==> src/rtl/count_snapshot_fifo.sv <==
`default_nettype none
// ============================================================================
//  Module      : count_snapshot_fifo
//  Description : Captures snapshots of a free-running counter on a strobe and
//                queues them in a small circular FIFO drained through a
//                valid/ready read port. A sticky flag records dropped pushes.
//  Optional    : WRAP_DETECT_EN - when defined, a counter wrap (all-ones to
//                zero) forces a push and each entry carries a wrap tag bit,
//                presented on out_wrap.
//  Ports       : clk        - single clock, rising edge
//                reset      - synchronous active-high reset
//                count      - counter value sampled on a push
//                capture    - push request
//                clear_ovf  - clears the sticky overflow flag
//                out_ready  - consumer accepts the head entry
//                out_valid  - FIFO non-empty
//                out_data   - head entry, 0 when empty
//                level      - occupancy 0..DEPTH
//                overflow   - sticky, set when a push is dropped
//                out_wrap   - wrap tag of head entry (WRAP_DETECT_EN only)
//  Revision    : 1.0 - initial release
// ============================================================================
module count_snapshot_fifo #(
    parameter int WIDTH = 8,
    parameter int DEPTH = 4
) (
    input  logic                     clk,
    input  logic                     reset,
    input  logic [WIDTH-1:0]         count,
    input  logic                     capture,
    input  logic                     clear_ovf,
    input  logic                     out_ready,
    output logic                     out_valid,
    output logic [WIDTH-1:0]         out_data,
    output logic [$clog2(DEPTH):0]   level,
    output logic                     overflow
`ifdef WRAP_DETECT_EN
    ,
    output logic                     out_wrap
`endif
);

    localparam int              c_AW   = $clog2(DEPTH);
    localparam int              c_LW   = c_AW + 1;
    localparam logic [c_LW-1:0] c_FULL = c_LW'(DEPTH);

    logic [c_AW-1:0]  wr_ptr_q;
    logic [c_AW-1:0]  rd_ptr_q;
    logic [c_LW-1:0]  level_q;
    logic [c_LW-1:0]  level_d;
    logic             overflow_q;
    logic             overflow_d;
    logic [WIDTH-1:0] mem_q [DEPTH];

    logic             w_push_req;
    logic             w_pop;
    logic             w_push;
    logic             w_drop;

`ifdef WRAP_DETECT_EN
    logic [WIDTH-1:0] prev_q;
    logic [DEPTH-1:0] tag_q;
    logic             w_wrap;

    // prev_q resets to 0, so the first sample after reset can never look
    // like an all-ones to zero transition.
    assign w_wrap     = (prev_q == {WIDTH{1'b1}}) && (count == '0);
    assign w_push_req = capture | w_wrap;
`else
    assign w_push_req = capture;
`endif

    assign w_pop  = out_valid & out_ready;
    // A full FIFO still accepts a push when the head leaves in the same cycle.
    assign w_push = w_push_req & ((level_q != c_FULL) | w_pop);
    assign w_drop = w_push_req & ~w_push;

    always_comb begin
        level_d = level_q;
        case ({w_push, w_pop})
            2'b10:   level_d = level_q + c_LW'(1);
            2'b01:   level_d = level_q - c_LW'(1);
            default: level_d = level_q;
        endcase
    end

    // Setting wins over clearing when both happen in one cycle.
    always_comb begin
        overflow_d = overflow_q;
        if (w_drop) begin
            overflow_d = 1'b1;
        end else if (clear_ovf) begin
            overflow_d = 1'b0;
        end
    end

    always_ff @(posedge clk) begin
        if (reset) begin
            wr_ptr_q   <= '0;
            rd_ptr_q   <= '0;
            level_q    <= '0;
            overflow_q <= 1'b0;
        end else begin
            if (w_push) begin
                wr_ptr_q <= wr_ptr_q + c_AW'(1);
            end
            if (w_pop) begin
                rd_ptr_q <= rd_ptr_q + c_AW'(1);
            end
            level_q    <= level_d;
            overflow_q <= overflow_d;
        end
    end

    // Storage needs no reset: out_data is masked while the FIFO is empty.
    always_ff @(posedge clk) begin
        if (!reset && w_push) begin
            mem_q[wr_ptr_q] <= count;
        end
    end

`ifdef WRAP_DETECT_EN
    always_ff @(posedge clk) begin
        if (reset) begin
            prev_q <= '0;
            tag_q  <= '0;
        end else begin
            prev_q <= count;
            if (w_push) begin
                tag_q[wr_ptr_q] <= w_wrap;
            end
        end
    end

    assign out_wrap = out_valid & tag_q[rd_ptr_q];
`endif

    assign out_valid = (level_q != '0);
    assign out_data  = out_valid ? mem_q[rd_ptr_q] : '0;
    assign level     = level_q;
    assign overflow  = overflow_q;

endmodule
`default_nettype wire

==> config.mk <==
export PLATFORM = sky130hd
export DESIGN_NAME = count_snapshot_fifo
export DESIGN_NICKNAME = d
export VERILOG_FILES = /design/src/rtl/count_snapshot_fifo.sv
export SDC_FILE = /design/constraint.sdc
export NUM_CORES = 1
export LEC_CHECK = 0
export BUFFER_PORTS_ARGS = -buffer_cell sky130_fd_sc_hd__buf_2
export CAP_MARGIN = 20
export CELL_PAD_IN_SITES_DETAIL_PLACEMENT = 1
export CELL_PAD_IN_SITES_GLOBAL_PLACEMENT = 1
export CORE_UTILIZATION = 35
export DETAILED_ROUTE_END_ITERATION = 8
export PLACE_DENSITY_LB_ADDON = 0.1
export SLEW_MARGIN = 40
export SYNTH_ARGS = -nofsm -noshare
export SYNTH_HDL_FRONTEND = slang
export SYNTH_SLANG_ARGS = --single-unit
==> constraint.sdc <==
create_clock -name clk -period 2.58 [get_ports clk]
set_clock_uncertainty 0.05 [all_clocks]
set_input_delay 0.129 -clock clk [delete_from_list [all_inputs] [get_ports clk]]
set_output_delay 0.129 -clock clk [all_outputs]
set_load 0.05 [all_outputs]
Word-level counts from Yosys, hierarchy flattened
Memories as Yosys holds them, arrays and structs flattened. A register that Yosys moved wholly into a read port is not among the register bits.
Index checks and enable logic that the tools add are counted.
{ "totals": {"romBits": 0, "output_inout_bits": 13, "latch_bits": 0, "in_bits": 13, "mem_bits_rw": 32, "register_bits": 8, "mem_count": 1} }
{ "mem_list": {"columns": ["memory", "words", "width", "rd", "rd_ports_with_merged_regs", "write_ports", "line_no", "text"], "rows": [
  ["mem_q", 4, 8, 1, 1, 1, "53", "logic [WIDTH-1:0] mem_q [DEPTH];"]
]} }
{ "classes": {"div_mod_pow": 0, "multipliers": 0, "bitwise_logic": 5, "reduce_logical": 5, "eq_ne": 3, "magnitude_cmp": 0, "shift": 0, "add_sub_neg": 4, "n_mux": 8} }
{ "ops": {"columns": ["operator", "n"], "rows": [
  ["$mux 8", 1],
  ["$pmux 3 s2", 1],
  ["$add 2x1->2 const B", 2],
  ["$mux 1", 4],
  ["$mux 2", 2],
  ["$reduce_bool 2->1", 2],
  ["$add 3x1->3 const B", 1],
  ["$and 1x1->1", 3],
  ["$ne 3x3->1 const B", 1],
  ["$reduce_bool 3->1", 1],
  ["$sub 3x1->3 const B", 1],
  ["$eq 2x1->1 const B", 1],
  ["$eq 2x2->1 const B", 1],
  ["$logic_and 1x1->1", 1],
  ["$logic_not 1->1", 1],
  ["$not 1->1", 1],
  ["$or 1x1->1", 1]
]} }

Logic depth before layout (Yosys ltp)
Gate-level depths: netlist of run 1.
{ "depth": {"ltp_word": 7, "mapped_depth": 8} }

Worst setup path before layout of run 1
Ideal clock, no wire load.
{ "synth_path": {"path_kind": "reg2reg", "from": "register level_q[2], in the netlist level[2]", "to": "register level_q[2], in the netlist level[2]", "path_buffers": 1, "t_arrival_ns": 2.376, "setup_slack_ns": 0.080, "stages_incl_launch_ff": 9, "setup_time_ns": 0.074, "period_less_slack_ns": 2.500, "required_ns": 2.456, "cell_sequence": "dfxtp_1 > buf_2 > nor3_1 > inv_1 > nand3_1 > fa_1 > nand3b_1 > or3_1 > a31oi_1"} }
{ "synth_via": {"elab_chain_cells": 6, "word_cells_on_any_way": 11, "classes_between": "add/sub: 2; eq/ne: 3; mux: 1; bitwise: 3; reduce/logical: 2"} }
{ "synth_lines": {"columns": ["item", "line_no", "text"], "rows": [
  ["from (decl)", "49", "logic [c_LW-1:0] level_q;"],
  ["from (signal assigned)", "110", "level_q <= level_d;"],
  ["$reduce_bool 3->1 *", "138", "assign out_valid = (level_q != '0);"],
  ["named net out_valid", "33", "output logic out_valid,"],
  ["$and 1x1->1 *", "73", "assign w_pop = out_valid & out_ready;"],
  ["$or 1x1->1", "75", "assign w_push = w_push_req & ((level_q != c_FULL) | w_pop);"],
  ["$and 1x1->1", "75", null],
  ["$eq 2x1->1 or $eq 2x2->1 (tied branches)", "80", "case ({w_push, w_pop})"],
  ["$pmux 3 s2 or $reduce_bool 2->1 (tied branches)", null, null]
]} }
Mark *: on every way through the listed nets, which the timed path passes. The rest lies on a longest branch.
A chain may end at the register's enable or synchronous reset.

==> results.json, run 1 <==
{
  "die_width_um": 73.8,
  "rows": 25,
  "drv_slew": 0,
  "worstMarginPinSlew_ns": 0.590,
  "grt.total_usage_pct": 13.7,
  "syn_to_final_growth_pct": 14.7,
  "start_util_pct": 37.2,
  "placedCellCount": 204,
  "drive_gt1_share_pct": 29.0,
  "cp_max_fo": 8,
  "insertion_delay_ns": 0.28,
  "cp.arrival_ns": 1.95,
  "grt_pass1_wl_mm": 5.17,
  "coreArea_um2": 4850,
  "drv_cap": 0,
  "synth_cell_types": 30,
  "post-dp-hpwl_mm": 2.27,
  "ys.flop_type": "edfxtp_1",
  "rsz0062_at_grt": "no",
  "cts.sinks": 42,
  "cts_setup_buffers": 0,
  "ys_seq_elements": 42,
  "synth_edf_count": 32,
  "gp_congestion": 0.805,
  "synthCells": 118,
  "slew_headroom_pct": 60.6,
  "cts_made_buffers": 5,
  "synth_nets": 136,
  "setup_tns_ns": 0,
  "antenna_left": 0,
  "fp.dieH_um": 73.8,
  "ys_warn_count": 0,
  "clk_path_buf_depth": 2,
  "fin_crit_ns": 2.13,
  "p_leak_nw": 0.774,
  "dieArea_um2": 5450,
  "htree_num_levels": 2,
  "antenna_cells": 0,
  "cts_resized": 0,
  "fin_cells": 212,
  "drc": 0,
  "io_buffer_count": 25,
  "firstDrtPassIters": 4,
  "avgSynthCellArea_um2": 15.3,
  "fin_crit_sh_pct": 82.5,
  "clockRootBuffer": "clkbuf_8",
  "ioPinCount": 26,
  "yosysSeqAreaShare_pct": 64.3,
  "cp-end-kind": "output pin",
  "grt_max_degree": 13,
  "routedWlPerCell_um": 15.3,
  "p_per_area_nw_per_um2": 994,
  "fmax_ghz": 0.470,
  "drt_iter0_drc": 18,
  "fin_nets": 162,
  "startpoint_type": "register",
  "hold_slack_ns": 0.00863,
  "synth_area_um2": 1810,
  "routed_wl_mm": 3.24,
  "required_ns": 2.40,
  "grt_pass1_vias": 1030,
  "setup_violations": 0,
  "vias": 1020,
  "nFillCells": 517,
  "cts_hold_buf": 0,
  "avgViaCountPerCell": 4.81,
  "ys_async_sr_fraction_pct": 0,
  "grt.overflow.total": 0,
  "vdd_drop_max_v": 0.000324,
  "final-hold-violation-count": 0,
  "antenna_found_initial": 0,
  "cts_tree": "built",
  "clkSlewWorstSetupHoldPaths_ns": 0.08,
  "status": "finished clean",
  "hp-class": "in2reg",
  "criticalPathCategory": "reg2out"
}
## cell families after synthesis
family          after synthesis  synth area share (%)
flops                        42                  64.3
fa+ha+maj                     5                  3.88
xor+xnor                      3                  1.46
mux                          10                  11.2
compound gates               12                  4.71
buf+inv                      13                  3.05
simple gates                 33                  11.4
## sequential cells by signal, indices dropped and copies added, names as in the netlist, named ones only
signal    cells
overflow      1
mem_q        32
wr_ptr_q      2
rd_ptr_q      2
level         3
## report_power, final
| group | internal (mW) | switching, mW | leakage, nW |
|---|---|---|---|
| Sequential | 0.783 | 0.0962 | 0.372 |
| Combinational | 0.277 | 0.507 | 0.359 |
| Clock | 0.186 | 0.208 | 0.0426 |
## synthesized netlist by cell type (all sizes together), types with 2 or more instances
master   n  area [µm²]
buf      5        25.0
nor3     2        10.0
mux2     2        22.5
dfxtp   10         200
and2b    8        60.1
nand3b   2        15.0
o21ai    2        10.0
edfxtp  32         961
inv      6        22.5
ha       4        50.1
xor2     2        17.5
clkbuf   2        7.51
a21oi    3        15.0
nor2    11        41.3
or3      2        12.5
and2     4        25.0
mux4     8         180
## routing by layer
layer | vias to the layer above | wire length (µm) | track usage [%]
li1 | 482 | - | -
met1 | 516 | 1490 | 17.0
met2 | 16 | 1600 | 22.0
met3 | 6 | 99 | 4.25
met4 | 0 | 52 | 5.77
met5 | - | 0 | 0
## worst max-delay path, stage by stage (launching register included)
cell and delay, ns:
dfxtp_1 0.70, mux4_2 0.57, and2b_1 0.19, buf_2 0.21
## per-stage QoR
step	total power [mW]	util, %	worst slack [ns]	cell area, µm²
final	2.06	42.7	0.451	2070
after global routing	2.18	42.7	0.317	2070
after CTS	2.09	42.7	0.414	2070
after detailed placement	1.70	41.0	0.606	1990
after global placement	1.68	41.0	0.700	1990
after floorplan	1.50	-	0.0799	1810
## layout make-up
| cell class | count | area, µm² | area share, % |
|---|---|---|---|
| Inverter | 6 | 22.5 | 1.09 |
| Multi-Input combinational cell | 63 | 589 | 28.5 |
| Sequential cell | 42 | 1160 | 56.1 |
| Tap cell | 67 | 83.8 | 4.05 |
| Timing Repair Buffer | 26 | 133 | 6.40 |
| Clock inverter | 2 | 8.76 | 0.423 |
| Clock buffer | 6 | 72.6 | 3.50 |
## placed cells by master (no fill, tap or decap), drive strengths merged
cell type  netlist  final
clkinv           0      2
dfxtp           10     10
a21oi            3      3
and2b            8      8
nand3            1      1
ha               4      4
or3              2      2
fa               1      1
mux4             8      8
clkbuf           2      6
o31ai            1      1
o211ai           1      1
nor2b            1      1
nor4b            1      1
o21bai           1      1
nor3             2      2
nor2            11     11
o311ai           1      1
o21ai            2      2
nand2b           1      1
xnor2            1      1
inv              6      6
a211oi           1      1
edfxtp          32     32
and2             4      4
o211a            1      1
a31oi            1      1
buf              5     26
nand3b           2      2
xor2             2      2
mux2             2      2
## final timing paths
check,startpoint,endpoint,slack (ns),cells after the start
worst max-delay path,register,out_data[0],0.45,3
worst min-delay path,count[4],mem_q[1][4],0.009,1
worst max register to register,level[0],level[1],0.64,7
worst min register to register,wr_ptr_q[1],wr_ptr_q[1],0.49,2
No activity file was read; power rests on OpenSTA's default activity.
==> run 2, diff against run 1 <==
- clock period: 2.58 -> 2.1 ns (I/O delays scaled with it)
==> run 2 against run 1 <==
Against the previous run:
- register-to-register slack lost 0.28 ns
- largest cell class unchanged
- critical path type unchanged
- via count rose by 2.6%
- sequential power is 19% higher
- hold slack better by 0.053 ns
- routed wire length up 8.1%
- count of clock-buffer cells in the layout is 1 lower
- setup slack got worse by 0.19 ns
- largest power group unchanged
==> results.json, run 2 (same netlist as run 1, synthesis figures left out) <==
{
  "cp_max_fo": 4,
  "setup_tns_ns": 0,
  "insertion_delay_ns": 0.29,
  "multi_input_area_um2": 594,
  "rows": 25,
  "grt_max_degree": 16,
  "nFillCells": 504,
  "hp-start": "clear_ovf",
  "clk_path_buf_depth": 2,
  "p_leak_nw": 0.818,
  "start_util_pct": 37.2,
  "grt_pass1_wl_mm": 5.57,
  "avgViaCountPerCell": 4.72,
  "layout_common_cells": "edfxtp_1, buf_2, nor2_1",
  "coreArea_um2": 4850,
  "hp-class": "in2reg",
  "fmax_ghz": 0.545,
  "drv_slew": 0,
  "grt.overflow.total": 0,
  "cts_hold_buf": 8,
  "dieArea_um2": 5450,
  "fin_nets": 172,
  "final-hold-violation-count": 0,
  "vdd_drop_max_v": 0.000434,
  "largest_reg_flops": 32,
  "firstDrtPassIters": 4,
  "reg2reg_depth": 7,
  "layout.area.seq_um2": 1170,
  "drive_gt1_share_pct": 32.9,
  "worstMarginPinSlew_ns": 0.464,
  "cp.arrival_ns": 1.68,
  "drt_iter0_drc": 37,
  "htree_num_levels": 2,
  "p_per_area_nw_per_um2": 1210,
  "r2r-start": "level[1]",
  "gp_congestion": 0.756,
  "slew_headroom_pct": 69.1,
  "clkSlewWorstSetupHoldPaths_ns": 0.09,
  "top_register": "mem_q",
  "fin_crit_ns": 1.84,
  "clockRootBuffer": "clkbuf_8",
  "syn_to_final_growth_pct": 21.2,
  "routedWlPerCell_um": 15.8,
  "drv_cap": 0,
  "routed_wl_mm": 3.51,
  "die_width_um": 73.8,
  "antenna_cells": 0,
  "antenna_left": 0,
  "fin_cells": 222,
  "fin_crit_sh_pct": 87.4,
  "cts_tree": "built",
  "required_ns": 1.95,
  "hold_end": "overflow",
  "status": "finished clean",
  "vias": 1047,
  "antenna_found_initial": 0,
  "cts_resized": 0,
  "startpoint_type": "register",
  "post-dp-hpwl_mm": 2.50,
  "cts_setup_buffers": 0,
  "io_buffer_count": 25,
  "cts_made_buffers": 5,
  "grt.total_usage_pct": 14.7,
  "r2r_slack_ns": 0.36,
  "placedCellCount": 206,
  "cts.sinks": 42,
  "hold_path_depth": 4,
  "drc": 0,
  "criticalPathCategory": "reg2out",
  "ioPinCount": 26,
  "cp-end-kind": "output pin",
  "worstReg2RegEnd": "level[2]",
  "rsz0062_at_grt": "no",
  "setup_violations": 0,
  "fp.dieH_um": 73.8,
  "grt_pass1_vias": 1111,
  "final_common_cell": "edfxtp_1"
}
-- run 2: cell types whose count changed in the layout (fill, tap and decap cells not counted), moves of 2 or more --
cell and delta:
dlygate4sd3_1 +8, dfxtp_1 -3, buf_4 +2, clkinvlp_4 +2
dfxtp_2 +2
-- run 2: stage by stage --
stage	hold slack [ns]	utilization [%]	instance area [µm²]	worst slack, ns	power (mW)
CTS	0.0589	45.1	2190	0.239	2.68
floorplan	0.154	-	1820	0.00483	1.87
detailed placement	0.281	41.6	2020	0.383	2.13
global route	0.0973	45.1	2190	0.191	2.77
finish	0.0613	45.1	2190	0.265	2.64
global placement	0.269	41.6	2020	0.467	2.11
-- run 2: critical path, stage by stage (launching register included) --
cell and delay, ns:
dfxtp_1 0.34, buf_4 0.17, mux4_2 0.50, and2b_1 0.17
buf_2 0.20
-- run 2: worst max-delay path by stage --
stage | slack [ns] | endpoint | from
2_1_floorplan | 0.005 | level[1] | level[2]
3_3_place_gp | 0.47 | level[2] | level[1]
3_5_place_dp | 0.38 | level[2] | level[1]
4_1_cts | 0.24 | out_data[7] | register
5_1_grt | 0.19 | out_data[7] | register
6_report | 0.26 | out_data[7] | register
-- run 2: metal layers --
| layer | vias to the layer above | global-route usage (%) | part of all wire, % |
|---|---|---|---|
| met2 | 16 | 24.6 | 51 |
| met3 | 8 | 3.43 | 2.4 |
| met4 | 0 | 7.05 | 2.0 |
| li1 | 499 | - | - |
| met5 | - | 0 | 0 |
| met1 | 524 | 17.8 | 44 |
-- run 2: report_power, final --
part	switching [mW]	internal, mW
sequential	0.0820	0.971
clock	0.297	0.238
combinational	0.671	0.378
total	1.05	1.59
-- run 2: cell type report --
type / count / area share, %
Sequential cell: 42 / 53.3
Multi-Input combinational cell: 63 / 27.2
Timing Repair Buffer: 36 / 10.4
Tap cell: 67 / 3.83
Clock buffer: 5 / 3.14
Clock inverter: 3 / 1.09
Inverter: 6 / 1.03
==> run 3, diff against run 2 <==
- CTS_BUF_LIST: unset -> sky130_fd_sc_hd__clkbuf_4
- SETUP_SLACK_MARGIN: unset -> 0.15
==> run 3 against run 2 <==
Against the previous run:
- routed wire length decreased by 7.4%
- die area unchanged
- non-clock buffer count increased by 3
- utilization increased by 0.26 points
- critical endpoint is now out_data[2]
- highest routed layer unchanged
==> results.json, run 3 (same netlist as run 1, synthesis figures left out) <==
{
  "drt_iter0_drc": 39,
  "cp_top_family": "multiplexers",
  "reg2reg_depth": 7,
  "cp.arrival_ns": 1.72,
  "syn_to_final_growth_pct": 21.9,
  "die_width_um": 73.8,
  "hp-class": "in2reg",
  "final-hold-violation-count": 0,
  "p_per_area_nw_per_um2": 1150,
  "firstDrtPassIters": 4,
  "r2r-start": "level[1]",
  "pwr-share-seq_pct": 42.3,
  "drc": 0,
  "gp_congestion": 0.766,
  "worstMarginPinSlew_ns": 0.428,
  "startpoint_type": "register",
  "path_cells": "buf_6, mux4_2, and2b_1, buf_4",
  "layout_common_cells": "edfxtp_1, buf_2, nor2_1",
  "largest_reg_flops": 32,
  "p_comb_share_pct": 42.8,
  "coreArea_um2": 4850,
  "cp_num_buf_inv": 2,
  "setup_tns_ns": 0,
  "drv_slew": 0,
  "cts_tree": "built",
  "drive_gt1_share_pct": 32.9,
  "avgViaCountPerCell": 4.75,
  "switchingPower_mw": 1.01,
  "final_common_cell": "edfxtp_1",
  "insertion_delay_ns": 0.34,
  "required_ns": 1.95,
  "htree_num_levels": 2,
  "grt_pass1_wl_mm": 5.19,
  "dp_worst_setup_slack_ns": 0.424,
  "p_int_mw": 1.52,
  "fin_nets": 175,
  "vias": 1069,
  "post-dp-hpwl_mm": 2.29,
  "fmax_ghz": 0.533,
  "r2r_slack_ns": 0.41,
  "setup_violations": 0,
  "io_buffer_count": 25,
  "cts_made_buffers": 5,
  "clk_path_buf_depth": 2,
  "final_util_pct": 45.4,
  "grt.total_usage_pct": 13.7,
  "vdd_drop_max_v": 0.000374,
  "routed_wl_mm": 3.25,
  "clockRootBuffer": "clkbuf_4",
  "hold_slack_ns": 0.0540,
  "setup_ws_ns": 0.224,
  "hold_end": "wr_ptr_q[1]",
  "ioPinCount": 26,
  "routedWlPerCell_um": 14.4,
  "slew_headroom_pct": 71.1,
  "hp-start": "capture",
  "cp-end-kind": "output pin",
  "grt.overflow.total": 0,
  "rsz0062_at_grt": "no",
  "cts.sinks": 42,
  "dieArea_um2": 5450,
  "power.share.clock_pct": 14.9,
  "criticalPathCategory": "reg2out",
  "p_sw_share_pct": 40.0,
  "antenna_left": 0,
  "rows": 25,
  "fin_crit_ns": 1.88,
  "clkSlewWorstSetupHoldPaths_ns": 0.13,
  "antenna_cells": 0,
  "slowest_delay_ns": 0.50,
  "p_total_mw": 2.53,
  "fin_crit_sh_pct": 89.4,
  "worstReg2RegEnd": "level[2]",
  "grt_max_degree": 14,
  "cpMaxStageDelayCell": "mux4_2",
  "grt_pass1_vias": 1058,
  "status": "finished clean",
  "cp_max_fo": 4,
  "antenna_found_initial": 0,
  "drv_cap": 0,
  "start_util_pct": 37.2,
  "fp.dieH_um": 73.8,
  "top_register": "mem_q",
  "p_leak_nw": 0.823,
  "hold_path_depth": 3
}
[run 3: cell types whose count changed in the layout (fill, tap and decap cells not counted), moves of 2 or more]
| cell | delta |
|---|---|
| buf_2 | -2 |
| buf_4 | +2 |
| dfxtp_4 | +2 |
| dlygate4sd3_1 | +2 |
| clkbuf_4 | +5 |
| clkbuf_8 | -5 |
[run 3: stage by stage]
| stage | area (µm²) | std cells |
|---|---|---|
| detailed placement | 2030 | 206 |
| global route | 2200 | 225 |
| global placement | 2030 | 206 |
| CTS | 2190 | 225 |
| floorplan | 1830 | 118 |
| finish | 2200 | 225 |
[run 3: metal layers]
layer  routed length, µm  GRT usage, %
met1                1490          17.7
met2                1580          21.3
met3                 114          4.12
met4                  57          6.41
met5                   0             0
[run 3: power groups by stage]
stage | sequential [mW] | clock (mW) | combinational, mW
6_report | 1.07 | 0.377 | 1.08
3_3_place_gp | 1.09 | 0 | 1.04
3_5_place_dp | 1.09 | 0 | 1.05
5_1_grt | 1.09 | 0.429 | 1.16
4_1_cts | 1.07 | 0.406 | 1.09
2_1_floorplan | 1.09 | 0 | 0.802
[run 3: tightest hold or removal path, delay by kind of cell]
family                 cells  cell delay, ns
AO/OA/AOI/OAI              1            0.06
AND/OR/NAND/NOR            1            0.10
buffers and inverters      1            0.15
[run 3: cell type report]
class,instances,area (µm²)
Clock inverter,3,16.3
Sequential cell,42,1170
Tap cell,67,83.8
Timing Repair Buffer,39,264
Multi-Input combinational cell,63,601
Inverter,6,25.0
Fill cell,502,2650
Clock buffer,5,37.5
[run 3: worst max path at each step]
stage | cells past startpoint | endpoint
2_1_floorplan | 7 | level[1]
3_3_place_gp | 4 | out_data[2]
3_5_place_dp | 4 | out_data[2]
4_1_cts | 4 | out_data[2]
5_1_grt | 4 | out_data[7]
6_report | 4 | out_data[2]
[run 3: what timing repair did]
| action | 4_1_cts | 5_1_grt |
|---|---|---|
| setup endpoints to repair | 6 | 4 |
| resized for setup | 3 | 3 |
| cloned | 0 | 0 |
| hold endpoints to repair | 35 | 0 |
| buffers inserted | 1 | 0 |
| hold buffers | 10 | 0 |
